File: src/rtl/serial_add_ctrl.sv
`default_nettype none
// ============================================================================
// Module      : serial_add_ctrl
// Description : Bit-serial adder/subtractor. Operands are captured on Start,
//               processed LSB first through one full-adder cell (one bit per
//               clock) and the result is published with a one-cycle Done.
// Revision    : 1.0 - initial release
// ============================================================================
module serial_add_ctrl #(
    parameter int WIDTH = 8
) (
    input  logic             clk,
    input  logic             rst,
    input  logic             Start,
    input  logic             Sub,
    input  logic [WIDTH-1:0] A,
    input  logic [WIDTH-1:0] B,
    output logic             Busy,
    output logic             Done,
    output logic [WIDTH-1:0] S,
    output logic             Cout
);

    localparam int c_cnt_w = (WIDTH > 1) ? $clog2(WIDTH) : 1;
    localparam logic [c_cnt_w-1:0] c_last = c_cnt_w'(WIDTH - 1);

    typedef enum logic [1:0] {
        ST_IDLE = 2'd0,
        ST_RUN  = 2'd1,
        ST_DONE = 2'd2
    } state_t;

    state_t             r_state;
    logic [WIDTH-1:0]   r_ra;
    logic [WIDTH-1:0]   r_rb;
    logic [WIDTH-1:0]   r_rs;
    logic               r_c;
    logic [c_cnt_w-1:0] r_cnt;
    logic               r_busy;
    logic               r_done;
    logic [WIDTH-1:0]   r_s;
    logic               r_cout;

    // Full-adder cell: two half-adder stages, carries merged with an OR.
    logic             w_ha1_s;
    logic             w_ha1_c;
    logic             w_ha2_s;
    logic             w_ha2_c;
    logic             w_carry;
    logic [WIDTH-1:0] w_rs_next;

    assign w_ha1_s   = r_ra[0] ^ r_rb[0];
    assign w_ha1_c   = r_ra[0] & r_rb[0];
    assign w_ha2_s   = w_ha1_s ^ r_c;
    assign w_ha2_c   = w_ha1_s & r_c;
    assign w_carry   = w_ha1_c | w_ha2_c;
    // Sum bit enters at the MSB so after WIDTH shifts bit 0 sits at the LSB.
    assign w_rs_next = {w_ha2_s, r_rs[WIDTH-1:1]};

    // Control FSM plus datapath registers; outputs are registered.
    always_ff @(posedge clk) begin
        if (rst) begin
            r_state <= ST_IDLE;
            r_ra    <= '0;
            r_rb    <= '0;
            r_rs    <= '0;
            r_c     <= 1'b0;
            r_cnt   <= '0;
            r_busy  <= 1'b0;
            r_done  <= 1'b0;
            r_s     <= '0;
            r_cout  <= 1'b0;
        end else begin
            case (r_state)
                ST_IDLE: begin
                    if (Start) begin
                        // Subtraction is A + ~B + 1: invert B, seed carry with 1.
                        r_ra    <= A;
                        r_rb    <= Sub ? ~B : B;
                        r_c     <= Sub;
                        r_cnt   <= '0;
                        r_busy  <= 1'b1;
                        r_done  <= 1'b0;
                        r_state <= ST_RUN;
                    end
                end
                ST_RUN: begin
                    r_ra  <= r_ra >> 1;
                    r_rb  <= r_rb >> 1;
                    r_rs  <= w_rs_next;
                    r_c   <= w_carry;
                    r_cnt <= r_cnt + c_cnt_w'(1);
                    if (r_cnt == c_last) begin
                        // Publish only the completed result, never partial bits.
                        r_s     <= w_rs_next;
                        r_cout  <= w_carry;
                        r_busy  <= 1'b0;
                        r_done  <= 1'b1;
                        r_state <= ST_DONE;
                    end
                end
                ST_DONE: begin
                    r_done  <= 1'b0;
                    r_state <= ST_IDLE;
                end
                default: begin
                    r_busy  <= 1'b0;
                    r_done  <= 1'b0;
                    r_state <= ST_IDLE;
                end
            endcase
        end
    end

    assign Busy = r_busy;
    assign Done = r_done;
    assign S    = r_s;
    assign Cout = r_cout;

endmodule
`default_nettype wire

File: config.mk
export PLATFORM = sky130hd
export DESIGN_NAME = serial_add_ctrl
export DESIGN_NICKNAME = d
export VERILOG_FILES = /design/src/rtl/serial_add_ctrl.sv
export SDC_FILE = /design/constraint.sdc
export NUM_CORES = 1
export LEC_CHECK = 0
export ABC_AREA = 1
export BUFFER_PORTS_ARGS = -buffer_cell sky130_fd_sc_hd__buf_2
export CAP_MARGIN = 5
export CORE_UTILIZATION = 30
export DETAILED_ROUTE_END_ITERATION = 12
export SLEW_MARGIN = 10
export SYNTH_ARGS = -nofsm -noshare
export SYNTH_HDL_FRONTEND = slang
export SYNTH_SLANG_ARGS = --single-unit
File: constraint.sdc
create_clock -name clk -period 2.92 [get_ports clk]
set_clock_uncertainty 0.05 [all_clocks]
set_input_delay 0.292 -clock clk [delete_from_list [all_inputs] [get_ports clk]]
set_output_delay 0.292 -clock clk [all_outputs]
set_load 0.03 [all_outputs]
==> results of run 1 <==
## layer usage
metal | share of wire | vias up
met5 | 0 | -
met4 | 0.013 | 0
met3 | 0.047 | 5
met2 | 0.45 | 37
met1 | 0.49 | 723
li1 | - | 854
## report_power, final
part	internal, uW	total [uW]	leakage, uW	switching (uW)
logic	44.3	125	0.000630	80.3
registers	557	573	0.000319	15.8
clock network	163	349	0.0000477	185
## flip-flops by register name, summed over array words and instances, names as in the netlist
register,cells
r_rs,7
r_cnt,3
r_state,1
r_ra,8
r_c,1
r_rb,8
S,8
Done,1
Cout,1
Busy,1
## synth_stat cells
library cell,count
sky130_fd_sc_hd__a211oi_1,3
sky130_fd_sc_hd__nor2_1,36
sky130_fd_sc_hd__inv_1,24
sky130_fd_sc_hd__nor2_4,1
sky130_fd_sc_hd__xor2_1,1
sky130_fd_sc_hd__clkbuf_1,4
sky130_fd_sc_hd__a21oi_1,13
sky130_fd_sc_hd__nor2_2,1
sky130_fd_sc_hd__nor3_1,1
sky130_fd_sc_hd__fa_1,1
sky130_fd_sc_hd__buf_4,3
sky130_fd_sc_hd__ha_1,2
sky130_fd_sc_hd__o21ai_0,8
sky130_fd_sc_hd__nand2_1,69
sky130_fd_sc_hd__nand3_1,40
sky130_fd_sc_hd__nand2_2,2
sky130_fd_sc_hd__buf_2,5
sky130_fd_sc_hd__inv_2,1
sky130_fd_sc_hd__dfxtp_1,39
## worst min-delay path by stage
stage                     slack (ps)  cells past startpoint                     to
after floorplan                  320                      1   r_rs[2]$_SDFFE_PP0P_
after global placement           390                      1  r_cnt[0]$_SDFFE_PP0P_
after detailed placement         400                      2      S[1]$_SDFFE_PP0P_
after CTS                        240                      3   r_ra[7]$_SDFFE_PP0P_
after global routing             240                      3   r_ra[7]$_SDFFE_PP0P_
final                            240                      3   r_ra[7]$_SDFFE_PP0P_
## logic make-up (layout without fill, tap and decap cells)
kind of cell | after synthesis | in the layout
xor gates and xnor gates | 1 | 1
AOI/OAI and AO/OA | 24 | 24
DFF | 39 | 39
and+or+nand+nor | 150 | 150
buffers and inverters | 37 | 64
adders and majority gates | 3 | 3
## cell type report
class	count	area [um^2]
sequential	39	780.7
fill	631	3557
clock inverter	3	15.01
tap	72	90.09
inverter	25	93.84
clock buffer	5	68.82
multi-input combinational	178	810.8
timing repair buffer	31	157.7
## worst max-delay path, cell delays in order (launching register included)
cell and delay (ps):
sky130_fd_sc_hd__dfxtp_1 430, sky130_fd_sc_hd__inv_2 90, sky130_fd_sc_hd__nor2_4 200, sky130_fd_sc_hd__buf_4 310, sky130_fd_sc_hd__nand2_1 250, sky130_fd_sc_hd__nand3_1 120
sky130_fd_sc_hd__o21ai_0 90
## through the flow
| stage | worst slack [ps] | power, uW | instance area (um^2) |
|---|---|---|---|
| floorplan | 1552 | 675.6 | 1748 |
| global placement | 1240 | 708.6 | 1933 |
| detailed placement | 1263 | 710.2 | 1933 |
| CTS | 1243 | 1058 | 2017 |
| global route | 1058 | 1106 | 2017 |
| finish | 1263 | 1047 | 2017 |
==> flow_summary.yaml, run 1 <==
sta:
  report.final.setup_viol: 0
  fin_hold_ws_ps: 244.4
  timing.final.hold_violations: 0
  finalSetupTns_ps: 0
  grt_setup_unrepaired: "no"
  layout_min_cycle_time_ps: 1657
  slew-limit-headroom: 0.6790
  maxClockFrequency_ghz: 0.6034
  timing_worst_slew_pin_value_ps: 480.9
  slew_viol_final: 0
  post_route_clock_period_utilization: 0.5676
global_routing:
  grt_overflow: 0
  global_route_wire_length_before_repair_um: 6658
  gr-usage-all-layers: 0.1371
  use_met1: 0.1829
  grt.busiest_layer: "met2"
  grt_use_met3: 0.03140
  grt_start_max_net_pins: 26
  grt_pass1_vias: 1465
  gr-usage-met2: 0.2149
  antenna_found_initial: 0
floorplan:
  initial_standard_cell_utilization_of_the_core: 0.3136
  rows: 27
  core_area_um2: 5574
  die_height_um: 78.33
  die_area_um2: 6136
  fp.dieW_um: 78.33
  io_pins: 31
cts:
  cts_buffer_depth: 2
  post_cts_buffers: 0
  number_of_levels_the_h_tree_was_split_into: 2
  cts_hold_buf: 0
  clock_latency_ps: 290
  ctsResizeCount: 0
  cts_root_buf: "sky130_fd_sc_hd__clkbuf_8"
  cts_inserted_buffers: 5
  tritoncts_num_sinks: 39
  cts.reportedPaths.clkPinSlew_ps: 80
  cts_tree: "built"
setup_path:
  critPathRequiredTime_ps: 3040
  timing.rr.start: "r_state[0]$_SDFFE_PP0P_"
  worstReg2RegEnd: "S[2]$_SDFFE_PP0P_"
  timing.critical_path.to: "S[2]$_SDFFE_PP0P_"
  startpoint: "r_state[0]$_SDFFE_PP0P_"
  path_class: "register to register"
  critPathLaunchType: "register"
  reg2reg_setup_slack_ps: 1260
  crit_fanout: 25
  ff2ff_path_depth: 6
  arrival_ps: 1780
  timing.critical_path.to_type: "register"
place:
  gpl.final_weighted_congestion: 0.7248
  dpl.hpwl_um: 2623
  dp_cells: 345
  port-buffer-count: 30
power:
  p_per_area_nw_per_um2: 518.9
  static-leakage-power_uw: 0.0009969
  worst_ir_drop_vdd_mv: 0.2084
final_layout:
  utilization: 0.3618
  final_layout_size_suffix_gt1_frac: 0.1566
  nets: 303
  num_antenna_cells: 0
  final_cell_count_no_fill: 353
  layout_commonest_cell: "sky130_fd_sc_hd__nand2_1"
  most_frequent_cells_in_the_layout: "sky130_fd_sc_hd__nand2_1, sky130_fd_sc_hd__nand3_1, sky130_fd_sc_hd__dfxtp_1"
  layout-area-overhead-vs-synth_pct: 15.39
synth:
  synthesis.yosys.warnings: 0
  netlist_top_cells_area: "sky130_fd_sc_hd__dfxtp_1, sky130_fd_sc_hd__nand2_1, sky130_fd_sc_hd__nand3_1, sky130_fd_sc_hd__nor2_1, sky130_fd_sc_hd__inv_1"
  netlist.area_leader.share: 0.4467
  combinational_family_with_the_most_area_after_synthesis: "simple AND/OR/NAND/NOR gates"
  post_synth_net_total: 277
  share_of_synthesized_area_occupied_by_flip_flops_and_latches: 0.4467
  postSynthAreaPerCell_um2: 6.882
  synth_fa_ha_area_frac: 0.02577
  postSynthRegisterBits: 39
  synth-compound-area-share: 0.07301
  yosysUniqueCellTypes: 19
  synth-xor-area-share: 0.005011
  synth_simple_gate_area_share: 0.3601
  yosysTopAreaCell: "sky130_fd_sc_hd__dfxtp_1"
  syn_area_um2: 1748
  syn_inst: 254
  synth.mux.area_fraction: 0
routing:
  drc: 0
  vias_per_cell: 4.586
  drt_first_iter_violations: 97
  finalWirelength_um: 3839
  detailedRoute.firstPassIterationCount: 4
  routedWlPerCell_um: 10.88
  detail-route-antenna-nets: 0
  overall_via_count_from_detail_route: 1619
flow_run:
  maxCapViolCount: 0
worst_hold_path:
  min_from: "A[7]"
  worst_hold_path_type: "input pin to register"
status:
  outcome: "completed"
Power figures use the tool's default switching activity.
==> run 2: changes to the inputs <==
- clock period: 2.92 -> 1.65 ns (I/O delays scaled with it)
==> flow_summary.yaml, run 2 (same netlist as run 1, synthesis figures left out) <==
routing:
  vias_per_cell: 4.414
  drc: 0
  drt_first_iter_violations: 57
  routedWlPerCell_um: 10.57
  overall_via_count_from_detail_route: 1598
  detail-route-antenna-nets: 0
  detailedRoute.firstPassIterationCount: 4
  finalWirelength_um: 3826
worst_hold_path:
  whs_endpoint: "r_ra[7]$_SDFFE_PP0P_"
  min_from: "A[7]"
  hold_depth: 3
  worst_hold_path_type: "input pin to register"
sta:
  layout_min_cycle_time_ps: 1426
  fin_hold_ws_ps: 71.95
  maxClockFrequency_ghz: 0.7011
  finalSetupTns_ps: 0
  grt_setup_unrepaired: "no"
  report.final.setup_viol: 0
  timing.final.hold_violations: 0
  slew-limit-headroom: 0.7691
  slew_viol_final: 0
  timing_worst_slew_pin_value_ps: 345.0
  post_route_clock_period_utilization: 0.8645
  final.setup.worst_slack_ps: 223.6
floorplan:
  initial_standard_cell_utilization_of_the_core: 0.3136
  core_area_um2: 5574
  fp.dieW_um: 78.33
  rows: 27
  io_pins: 31
  die_area_um2: 6136
  die_height_um: 78.33
cts:
  cts_buffer_depth: 2
  number_of_levels_the_h_tree_was_split_into: 2
  cts_root_buf: "sky130_fd_sc_hd__clkbuf_8"
  cts_tree: "built"
  cts_hold_buf: 0
  cts_inserted_buffers: 5
  tritoncts_num_sinks: 39
  cts.reportedPaths.clkPinSlew_ps: 80
  post_cts_buffers: 0
  ctsResizeCount: 0
  clock_latency_ps: 300
final_layout:
  final_layout_size_suffix_gt1_frac: 0.1828
  num_antenna_cells: 0
  layout-area-overhead-vs-synth_pct: 22.26
  layout_commonest_cell: "sky130_fd_sc_hd__nand2_1"
  most_frequent_cells_in_the_layout: "sky130_fd_sc_hd__nand2_1, sky130_fd_sc_hd__nand3_1, sky130_fd_sc_hd__dfxtp_1"
  final_cell_count_no_fill: 362
  nets: 312
setup_path:
  ff2ff_path_depth: 5
  timing.rr.start: "r_cnt[0]$_SDFFE_PP0P_"
  path_class: "register to register"
  critPathLaunchType: "register"
  arrival_ps: 1570
  timing.critical_path.to_type: "register"
  reg2reg_setup_slack_ps: 220
  crit_fanout: 9
  worstReg2RegEnd: "S[4]$_SDFFE_PP0P_"
  critPathRequiredTime_ps: 1790
global_routing:
  grt_start_max_net_pins: 23
  gr-usage-all-layers: 0.1352
  global_route_wire_length_before_repair_um: 6513
  antenna_found_initial: 0
  grt_pass1_vias: 1492
  grt_overflow: 0
place:
  worst_slack_at_placement_ps: 209.9
  dp_cells: 354
  gpl.final_weighted_congestion: 0.7194
  dpl.hpwl_um: 2760
  port-buffer-count: 30
status:
  outcome: "completed"
power:
  static-leakage-power_uw: 0.001057
  p_per_area_nw_per_um2: 1031
  worst_ir_drop_vdd_mv: 0.3876
flow_run:
  maxCapViolCount: 0
==> run 2: changes by cell type in the layout (fill, tap and decap cells not counted) <==
cell / previous run / this run
sky130_fd_sc_hd__clkinv_2: 3 / 0
sky130_fd_sc_hd__buf_4: 1 / 10
sky130_fd_sc_hd__clkinvlp_4: 0 / 1
sky130_fd_sc_hd__bufinv_16: 0 / 2
==> run 2: worst max path at each step <==
| stage | from | end | slack (ps) | cells after the start |
|---|---|---|---|---|
| 2_1_floorplan | Done$_SDFFE_PP0P_ | r_rb[6]$_SDFFE_PP0P_ | 280 | 7 |
| 3_5_place_dp | r_cnt[0]$_SDFFE_PP0P_ | S[4]$_SDFFE_PP0P_ | 210 | 5 |
| 4_1_cts | r_cnt[0]$_SDFFE_PP0P_ | S[4]$_SDFFE_PP0P_ | 200 | 5 |
| 6_report | r_cnt[0]$_SDFFE_PP0P_ | S[4]$_SDFFE_PP0P_ | 220 | 5 |
| 3_3_place_gp | r_cnt[0]$_SDFFE_PP0P_ | S[4]$_SDFFE_PP0P_ | 260 | 5 |
| 5_1_grt | r_cnt[0]$_SDFFE_PP0P_ | S[2]$_SDFFE_PP0P_ | 30 | 5 |
==> run 2: metrics by stage <==
step / utilization / cell area (um^2) / power, uW
global route: 0.3834 / 2137 / 2309
floorplan: - / 1748 / 1196
CTS: 0.3834 / 2137 / 2227
global placement: 0.3589 / 2001 / 1275
detailed placement: 0.3589 / 2001 / 1277
finish: 0.3834 / 2137 / 2204
==> run 2: layout make-up <==
type / count / area (um^2)
multi-input combinational: 178 / 810.8
clock buffer: 5 / 68.82
sequential: 39 / 780.7
fill: 616 / 3437
clock inverter: 3 / 67.56
inverter: 25 / 93.84
timing repair buffer: 40 / 225.2
tap: 72 / 90.09
==> run 2: power breakdown <==
part           leakage [uW]  internal (uW)  total, uW  switching [uW]
clock             0.0000644            603        949             346
sequential         0.000319            986       1010            28.0
combinational      0.000673           95.8        241             145
==> run 2: worst max-delay path, stage by stage, from the launching register on <==
cell                      delay, ps
sky130_fd_sc_hd__dfxtp_1        350
sky130_fd_sc_hd__ha_1           160
sky130_fd_sc_hd__ha_1           320
sky130_fd_sc_hd__nand2_1        250
sky130_fd_sc_hd__nand3_1        110
sky130_fd_sc_hd__o21ai_0         80
==> run 2: routing by layer <==
| metal | GRT usage | part of all wire |
|---|---|---|
| met5 | 0 | 0 |
| met4 | 0.03519 | 0.0076 |
| met3 | 0.04651 | 0.039 |
| met2 | 0.2096 | 0.42 |
| met1 | 0.1781 | 0.53 |
